===== config.mk =====
export PLATFORM = sky130hd
export DESIGN_NAME = btn_debounce
export DESIGN_NICKNAME = d
export VERILOG_FILES = /design/src/rtl/btn_debounce.sv
export SDC_FILE = /design/constraint.sdc
export NUM_CORES = 1
export LEC_CHECK = 0
export BUFFER_PORTS_ARGS = -buffer_cell sky130_fd_sc_hd__buf_2
export CORE_MARGIN = 2
export CORE_UTILIZATION = 51
export CTS_BUF_LIST = sky130_fd_sc_hd__clkbuf_8 sky130_fd_sc_hd__clkbuf_16
export DETAILED_ROUTE_END_ITERATION = 6
export MAX_ROUTING_LAYER = met4
export PLACE_DENSITY = 0.76
export SLEW_MARGIN = 20
export SYNTH_ARGS = -nofsm -noshare
export SYNTH_HDL_FRONTEND = slang
export SYNTH_SLANG_ARGS = --single-unit

===== constraint.sdc =====
create_clock -name clk -period 3.3 [get_ports clk]
set_input_delay 0.99 -clock clk [delete_from_list [all_inputs] [get_ports clk]]
set_output_delay 0.99 -clock clk [all_outputs]
set_load 0.02 [all_outputs]

===== src/rtl/btn_debounce.sv =====
// Per-channel button debouncer: 2-flop synchronizer, stability counter, level plus press/release pulses.
// Latency 2+STABLE_CYCLES edges from a held input change to the level/pulse outputs; no backpressure, free-running.
module btn_debounce #(
  parameter int FREQUENCY   = 50*10**6,
  parameter int DEBOUNCE_MS = 10,
  parameter int WIDTH       = 4,
  parameter int ACTIVE_LOW  = 1
) (
  input  logic             clk,
  input  logic             n_rst,
  input  logic [WIDTH-1:0] btn_in,
  output logic [WIDTH-1:0] btn_level_out,
  output logic [WIDTH-1:0] btn_press_out,
  output logic [WIDTH-1:0] btn_release_out
);

  localparam int RAW_CYCLES    = (FREQUENCY / 1000) * DEBOUNCE_MS;
  localparam int STABLE_CYCLES = (RAW_CYCLES < 1) ? 1 : RAW_CYCLES;
  localparam int CNT_CLOG      = $clog2(STABLE_CYCLES + 1);
  localparam int CNT_W         = (CNT_CLOG < 1) ? 1 : CNT_CLOG;

  localparam logic [CNT_W-1:0] CNT_LAST     = CNT_W'(STABLE_CYCLES - 1);
  localparam logic [WIDTH-1:0] RELEASED_RAW = (ACTIVE_LOW != 0) ? {WIDTH{1'b1}} : {WIDTH{1'b0}};

  logic [WIDTH-1:0] r_s1;
  logic [WIDTH-1:0] r_s2;
  logic [WIDTH-1:0] r_stable;
  logic [WIDTH-1:0] r_press;
  logic [WIDTH-1:0] r_release;
  logic [CNT_W-1:0] r_cnt [WIDTH];

  logic [WIDTH-1:0] w_norm;
  logic [WIDTH-1:0] w_differ;
  logic [WIDTH-1:0] w_done;

  assign w_norm   = (ACTIVE_LOW != 0) ? ~r_s2 : r_s2;
  assign w_differ = w_norm ^ r_stable;

  // A channel commits when it has disagreed with stable for STABLE_CYCLES consecutive edges.
  always_comb begin
    w_done = '0;
    for (int i = 0; i < WIDTH; i++) begin
      w_done[i] = w_differ[i] && (r_cnt[i] == CNT_LAST);
    end
  end

  always_ff @(posedge clk or negedge n_rst) begin
    if (!n_rst) begin
      r_s1 <= RELEASED_RAW;
      r_s2 <= RELEASED_RAW;
    end else begin
      r_s1 <= btn_in;
      r_s2 <= r_s1;
    end
  end

  always_ff @(posedge clk or negedge n_rst) begin
    if (!n_rst) begin
      r_stable  <= '0;
      r_press   <= '0;
      r_release <= '0;
      for (int i = 0; i < WIDTH; i++) begin
        r_cnt[i] <= '0;
      end
    end else begin
      r_stable  <= r_stable ^ w_done;
      r_press   <= w_done & w_norm;
      r_release <= w_done & ~w_norm;
      for (int i = 0; i < WIDTH; i++) begin
        if (!w_differ[i] || w_done[i]) begin
          r_cnt[i] <= '0;
        end else begin
          r_cnt[i] <= r_cnt[i] + CNT_W'(1);
        end
      end
    end
  end

  assign btn_level_out   = r_stable;
  assign btn_press_out   = r_press;
  assign btn_release_out = r_release;

endmodule

Yosys cells after proc, flatten, opt, wreduce, memory -nomap -nowiden
Index checks and enable logic that the tools add are counted.

Word-level logic and storage cells: 39. Register bits after elaboration: 96. Input port bits: 6.

Eq/ne operators: 4. Reductions and logical operators: 12. Bitwise logic cells: 6. $add $sub $neg: 4. Muxes and demuxes: 4.

Operator list (count): adder 19 x 1 -> 19 bit (second input constant) (4); equality test 19 bit (second input constant) (4); two-way mux 19 bit (4); AND 4 bit (2); NOT 4 bit (2); XOR 4 bit (2); logical AND 1 bit (4); logical NOT 1 bit (4); logical OR 1 bit (4).

Longest topological paths before layout
Gate-level depths: netlist (run 1).

Depth after elaboration: 5. Gate-level depth with buffers: 6. Depth with buffers taken out: 5.

Least setup slack after synthesis (run 1)
OpenSTA, ideal clock, no wires.

Path kind: register -> register. From: reg r_cnt[57] (netlist bit). To: reg r_cnt[65] (netlist bit). Library setup time: 121 ps. Arrival time: 1638 ps. Buffers on the path: 1. Setup slack: 1541 ps. Clock period less this slack: 1759 ps. Stages on the path, launching flop included: 7. Required time: 3179 ps. Cell sequence: dfrtp_1 ha_1 nand3_1 nand3b_1 o21ai_1 buf_2 nor2_1.

Longest elaborated chain between the ends: 4. Elaborated cells on any way between the ends: 5. Classes of those cells: add/sub: 1; eq/ne: 1; mux: 1; reduce/logical: 2.

RTL lines: start: declaration (line 30) `logic [CNT_W-1:0] r_cnt [WIDTH];`; start signal: indexed assignment (line 73) `r_cnt[i] <= r_cnt[i] + CNT_W'(1);`; branches (longest 3 deep; another with adder 19 x 1 -> 19 bit); two-way mux 19 bit * (line 70) `if (!w_differ[i] || w_done[i]) begin`.

Mark *: on every way between the ends.

Worst setup path after layout (run 1)
From: reg r_cnt[44] (netlist bit). To: reg r_cnt[43] (netlist bit).

Longest elaborated chain between the ends: 4.

RTL lines: equality test 19 bit (line 43) `w_done[i] = w_differ[i] && (r_cnt[i] == CNT_LAST);`; logical AND 1 bit (line 43); logical OR 1 bit (line 70); two-way mux 19 bit (line 70).

No other way between the ends.

==> flow_summary.yaml, run 1 <==
status:
  status: "complete, no violations"
setup_path:
  cp-startpoint: "r_cnt[44]$_DFF_PN0_"
  critPathLaunchType: "flip-flop"
  slowest_stage: "o21ai_2"
  endpoint: "r_cnt[43]$_DFF_PN0_"
  crit_buf_inv: 0
  r2r_start: "r_cnt[44]$_DFF_PN0_"
  cp_data_arrival_time_ns: 2.20
  path_class: "reg2reg"
  path_delay_family: "simple AND/OR/NAND/NOR gates"
  regToRegEndpoint: "r_cnt[43]$_DFF_PN0_"
  cpPeakStageDelay_ns: 0.62
  critPathMaxFanout: 17
  rrSetupSlack_ns: 1.32
  worstRegToRegCells: 4
  critPathRequiredTime_ns: 3.52
  crit_path_end_kind: "flip-flop"
  path_cells: "nor4b_1 > nand4_1 > o21ai_2 > nor2_1"
  path_depth: 4
finish:
  fillers: 727
  antenna_cells: 0
  nets: 475
  multi_input_area_um2: 1970
  layout.area.seq_um2: 2410
  final_common_cell: "dfrtp_1"
  fin_util: 0.572
  syn2layout_area_growth_pct: 10.0
  layout-drive-gt1-share: 0.128
  most-common-layout-cells: "88 x dfrtp_1, 80 x nor2_1, 47 x xnor2_1"
worst_hold_path:
  hold_path_class: "reg2reg"
global_routing:
  grt_pass1_wl_um: 14000
  grt-ovfl-total: 0
  grt_pass1_vias: 3090
  grt_max_degree: 56
  grt_use_total: 0.184
  antenna_found_initial: 0
die:
  die_width_um: 97.6
  initial_core_util: 0.520
  ios: 18
  rows: 34
  fp.dieH_um: 97.6
  die_area_um2: 9530
  core-area_um2: 8590
route:
  drtIter0Drc: 133
  vias: 3217
  dr.pass1.iters: 4
  drtAntennaViolNets: 0
  wl_per_cell_um: 13.5
  routed_wl_um: 7830
  via_per_inst: 5.57
  remaining_drc_errors: 0
synth:
  synthesis.area_um2: 4470
  ys_top_cells_by_area: "dfrtp_1 49%, xnor2_1 9.2%, nor2_1 6.7%"
  netlist_instances: 440
  synth.top_cell.area_share: 0.493
  synth_async_sr_flop_share: 1.00
  synth-edff-count: 0
  ys_seq_elements: 96
  synth_nets: 450
  yosys_warnings: 0
  yosysUniqueCellTypes: 39
  synth_area_leader_cell: "dfrtp_1"
  ys.flop_type: "dfrtp_1"
  seq_area_frac_synth: 0.540
  avgSynthCellArea_um2: 10.2
clock_tree:
  cts_tree: "built"
  clock_latency_ns: 0.36
  post-cts-setup-buffer-count: 0
  cts_resized: 0
  root_buffer: "clkbuf_8"
  cts_buffers: 9
  clkTransAtPathRegs_ns: 0.08
  clockBufferDepth: 2
  cts_htree_levels: 3
  ctsHoldBuffers: 0
  cts.sinks: 96
sta:
  layout_min_cycle_time_ns: 1.98
  finalMaxSlewViolations: 0
  relSlewSlack: 0.508
  fin_skew_ns: 0.00681
  rsz0062_at_grt: "no"
  setup_violations: 0
  setup_tns_ns: 0
  max_clock_freq_mhz: 504
  finalCritPeriodShare: 0.601
  final_hold_viol_count: 0
  worst_slew_pin_slew_ns: 0.738
placed_design:
  io_buffers: 17
  gp_congestion: 0.865
  place_hpwl_um: 5320
job:
  maxCapViolCount: 0
power_and_ir_drop:
  leakage_uw: 0.00196
  peakVddDrop_mv: 0.227
  powerDensity_nw_per_um2: 430
==> registers in the layout, summed over array words and instances, names as in the netlist, named ones only <==
signal	count
btn_press_out	4
btn_level_out	3
btn_release_out	4
r_s2	4
r_s1	4
r_cnt	76
==> power breakdown <==
group	leakage, uW	switching, uW	internal, uW
clock	0.000112	390	443
sequential	0.00130	17.5	1200
combinational	0.000541	46.3	20.6
==> cell families after synthesis <==
kind of cell             count (synthesis)  share of synthesized area
AND/OR/NAND/NOR                        225                      0.263
flip-flops                              96                      0.540
XOR/XNOR                                60                      0.118
AO/OA/AOI/OAI                           33                     0.0451
buffers and inverters                   20                     0.0185
adder cells (fa/ha/maj)                  4                     0.0112
multiplexers                             2                    0.00448
==> cells in the mapped netlist, types with 8 or more instances <==
| cell type | instances |
|---|---|
| nor3_1 | 19 |
| xor2_1 | 13 |
| xnor2_1 | 47 |
| dfrtp_1 | 88 |
| inv_1 | 14 |
| dfstp_2 | 8 |
| and3_1 | 9 |
| nor2_1 | 80 |
| nor4_1 | 15 |
| nand3_1 | 28 |
| o21ai_0 | 12 |
| a21oi_1 | 9 |
| nand2_1 | 20 |
| nand4_1 | 23 |
==> metal layers <==
layer | global-route usage | up-vias | part of all wire
li1 | - | 1593 | -
met1 | 0.245 | 1560 | 0.48
met2 | 0.284 | 54 | 0.47
met3 | 0.0281 | 10 | 0.033
met4 | 0.0812 | 0 | 0.018
met5 | - | - | 0
==> worst min path at each step <==
stage                     slack [ns]           endpoint  cells after the start              start
after detailed placement        0.35  r_s2[2]$_DFF_PN1_                      0  r_s1[2]$_DFF_PN1_
after global placement          0.35  r_s2[1]$_DFF_PN1_                      0  r_s1[1]$_DFF_PN1_
after CTS                       0.36  r_s2[2]$_DFF_PN1_                      0  r_s1[2]$_DFF_PN1_
final                           0.36  r_s2[1]$_DFF_PN1_                      0  r_s1[1]$_DFF_PN1_
after global routing            0.37  r_s2[2]$_DFF_PN1_                      0  r_s1[2]$_DFF_PN1_
after floorplan                 0.35  r_s2[0]$_DFF_PN1_                      0  r_s1[0]$_DFF_PN1_
==> layout make-up <==
cell class | count | share of cell area
well taps | 108 | 0.0275
clock inverters | 6 | 0.0168
repair buffers | 20 | 0.0249
clock buffers | 10 | 0.0280
flip-flops and latches | 96 | 0.491
inverters | 14 | 0.0107
multi-input cells | 324 | 0.401
==> through the flow <==
step                instance area (um^2)  worst slack (ns)  total power [uW]  std cells  hold slack [ns]
global placement                    4700              1.35              1300        562            0.347
finish                              4920              1.32              2110        578            0.360
global route                        4920              1.09              2200        578            0.368
detailed placement                  4700              1.33              1310        562            0.348
floorplan                           4470              1.54              1260        440            0.345
CTS                                 4920              1.29              2140        578            0.362
Power figures use the tool's default switching activity.
==> inputs of run 2 (changes only) <==
Settings changed: ABC_AREA set to 1, PLACE_DENSITY 0.76 to 0.78.
Clock period 3.3 ns to 1.7 ns, I/O delays scaled along.
==> flow_summary.yaml, run 2 <==
status:
  status: "complete, no violations"
die:
  fp.dieH_um: 103
  rows: 35
  initial_core_util: 0.531
  die_width_um: 103
  core-area_um2: 9330
  die_area_um2: 10500
  ios: 18
sta:
  layout_min_cycle_time_ns: 1.53
  finalCritPeriodShare: 0.902
  final_hold_viol_count: 0
  setup_tns_ns: 0
  relSlewSlack: 0.679
  rsz0062_at_grt: "no"
  worst_slew_pin_slew_ns: 0.478
  finalWorstSetupSlack_ns: 0.167
  max_clock_freq_mhz: 652
  setup_violations: 0
  finalMaxSlewViolations: 0
  fin_skew_ns: 0.00987
route:
  drtIter0Drc: 141
  via_per_inst: 4.95
  remaining_drc_errors: 0
  vias: 3977
  drtAntennaViolNets: 0
  routed_wl_um: 9320
  dr.pass1.iters: 4
  wl_per_cell_um: 11.6
placed_design:
  io_buffers: 17
  post-place-ws_ns: 0.186
  gp_congestion: 0.949
  place_hpwl_um: 6890
  place_inst: 788
setup_path:
  path_class: "reg2reg"
  r2r_start: "r_cnt[19]$_DFF_PN0_"
  cp_data_arrival_time_ns: 1.78
  critPathRequiredTime_ns: 1.94
  worstRegToRegCells: 7
  rrSetupSlack_ns: 0.17
  critPathLaunchType: "flip-flop"
  crit_path_end_kind: "flip-flop"
  critPathMaxFanout: 4
  regToRegEndpoint: "r_cnt[31]$_DFF_PN0_"
clock_tree:
  clockBufferDepth: 2
  clkTransAtPathRegs_ns: 0.09
  cts.sinks: 96
  root_buffer: "clkbuf_8"
  cts_buffers: 9
  ctsHoldBuffers: 0
  cts_htree_levels: 3
  post-cts-setup-buffer-count: 0
  cts_resized: 0
  clock_latency_ns: 0.36
  cts_tree: "built"
power_and_ir_drop:
  p_total_uw: 3810
  leakage_uw: 0.00238
  peakVddDrop_mv: 0.326
  powerDensity_nw_per_um2: 708
synth:
  synth_nets: 652
  netlist_instances: 642
  synth.top_cell.area_share: 0.444
  synthesis.area_um2: 4960
  avgSynthCellArea_um2: 7.72
  synth-edff-count: 0
  ys_top_cells_by_area: "dfrtp_1 44%, nor2_1 13%, nand2_1 12%"
  yosys_warnings: 0
  synth_area_leader_cell: "dfrtp_1"
  yosys.cell_count.top_type: "nor2_1"
  yosys-top-cells-count: "172 x nor2_1, 163 x nand2_1, 88 x dfrtp_1"
  seq_area_frac_synth: 0.487
  ys_seq_elements: 96
  synth_async_sr_flop_share: 1.00
  ys.flop_type: "dfrtp_1"
  yosysUniqueCellTypes: 23
finish:
  antenna_cells: 0
  most-common-layout-cells: "172 x nor2_1, 163 x nand2_1, 88 x dfrtp_1"
  largest_reg_flops: 76
  final_common_cell: "nor2_1"
  top_register: "r_cnt"
  stdcell_count: 803
  syn2layout_area_growth_pct: 8.53
  layout-drive-gt1-share: 0.0905
  nets: 680
  fillers: 823
global_routing:
  grt_max_degree: 32
  grt_pass1_wl_um: 16600
  antenna_found_initial: 0
  grt-ovfl-total: 0
  grt_use_total: 0.202
  grt_pass1_vias: 3817
worst_hold_path:
  hold_path_class: "in2async"
job:
  maxCapViolCount: 0
## run 2: cell count changes after synthesis, moves of 16 or more
cell     delta
inv_1      +51
nand3_1    +19
nand4_1    -16
xnor2_1    -32
nor2_1     +92
nand2_1   +143
## run 2: cell type report
type	instances	area (um^2)	area share
Clock buffer	11	151	0.0281
Clock inverter	4	16.3	0.00302
Sequential cell	96	2410	0.448
Timing Repair Buffer	21	143	0.0265
Inverter	65	244	0.0454
Multi-Input combinational cell	477	2250	0.418
Tap cell	129	161	0.0300
## run 2: cell families (layout without fill, tap and decap cells)
group,Yosys count,in the layout,synth area share
AND/OR/NAND/NOR,417,417,0.354
flip-flops,96,96,0.487
buffers and inverters,69,101,0.0591
XOR/XNOR,39,39,0.0689
AO/OA/AOI/OAI,17,17,0.0212
adder cells (fa/ha/maj),4,4,0.0101
## run 2: routing by layer
layer	wire length [um]	GRT usage	vias to the layer above
met5	0	-	-
met4	125	0.0656	0
met3	377	0.0393	10
met2	4430	0.328	90
met1	4390	0.256	1854
li1	-	-	2023
## run 2: worst max path at each step
stage / from / to / slack [ns] / depth (start not counted)
finish: r_cnt[19]$_DFF_PN0_ / r_cnt[31]$_DFF_PN0_ / 0.17 / 7
floorplan: r_cnt[57]$_DFF_PN0_ / r_cnt[72]$_DFF_PN0_ / 0.35 / 7
detailed placement: r_cnt[19]$_DFF_PN0_ / r_cnt[31]$_DFF_PN0_ / 0.19 / 7
CTS: r_cnt[19]$_DFF_PN0_ / r_cnt[31]$_DFF_PN0_ / 0.16 / 7
global placement: r_cnt[19]$_DFF_PN0_ / r_cnt[31]$_DFF_PN0_ / 0.25 / 7
global route: r_cnt[0]$_DFF_PN0_ / r_cnt[9]$_DFF_PN0_ / 0.002 / 6
## run 2: worst max-delay path, cell delays in order (launching register included)
cell,delay (ns)
dfrtp_1,0.38
ha_1,0.24
nand2_1,0.09
nor2_2,0.18
nand2_1,0.17
nor2_1,0.15
xor2_1,0.16
nor2_1,0.05
## run 2: report_power, final
group          switching, uW  internal, uW  leakage, uW  total (uW)
registers               24.8          2320      0.00130        2350
logic                    106          48.7     0.000974         154
clock network            722           587    0.0000990        1310
## run 2: metrics by stage
| stage | hold WS, ns | util | area [um^2] |
|---|---|---|---|
| global route | 0.0971 | 0.577 | 5380 |
| CTS | 0.0797 | 0.577 | 5380 |
| global placement | 0.346 | 0.559 | 5210 |
| detailed placement | 0.348 | 0.559 | 5210 |
| floorplan | 0.214 | - | 4960 |
| finish | 0.0798 | 0.577 | 5380 |
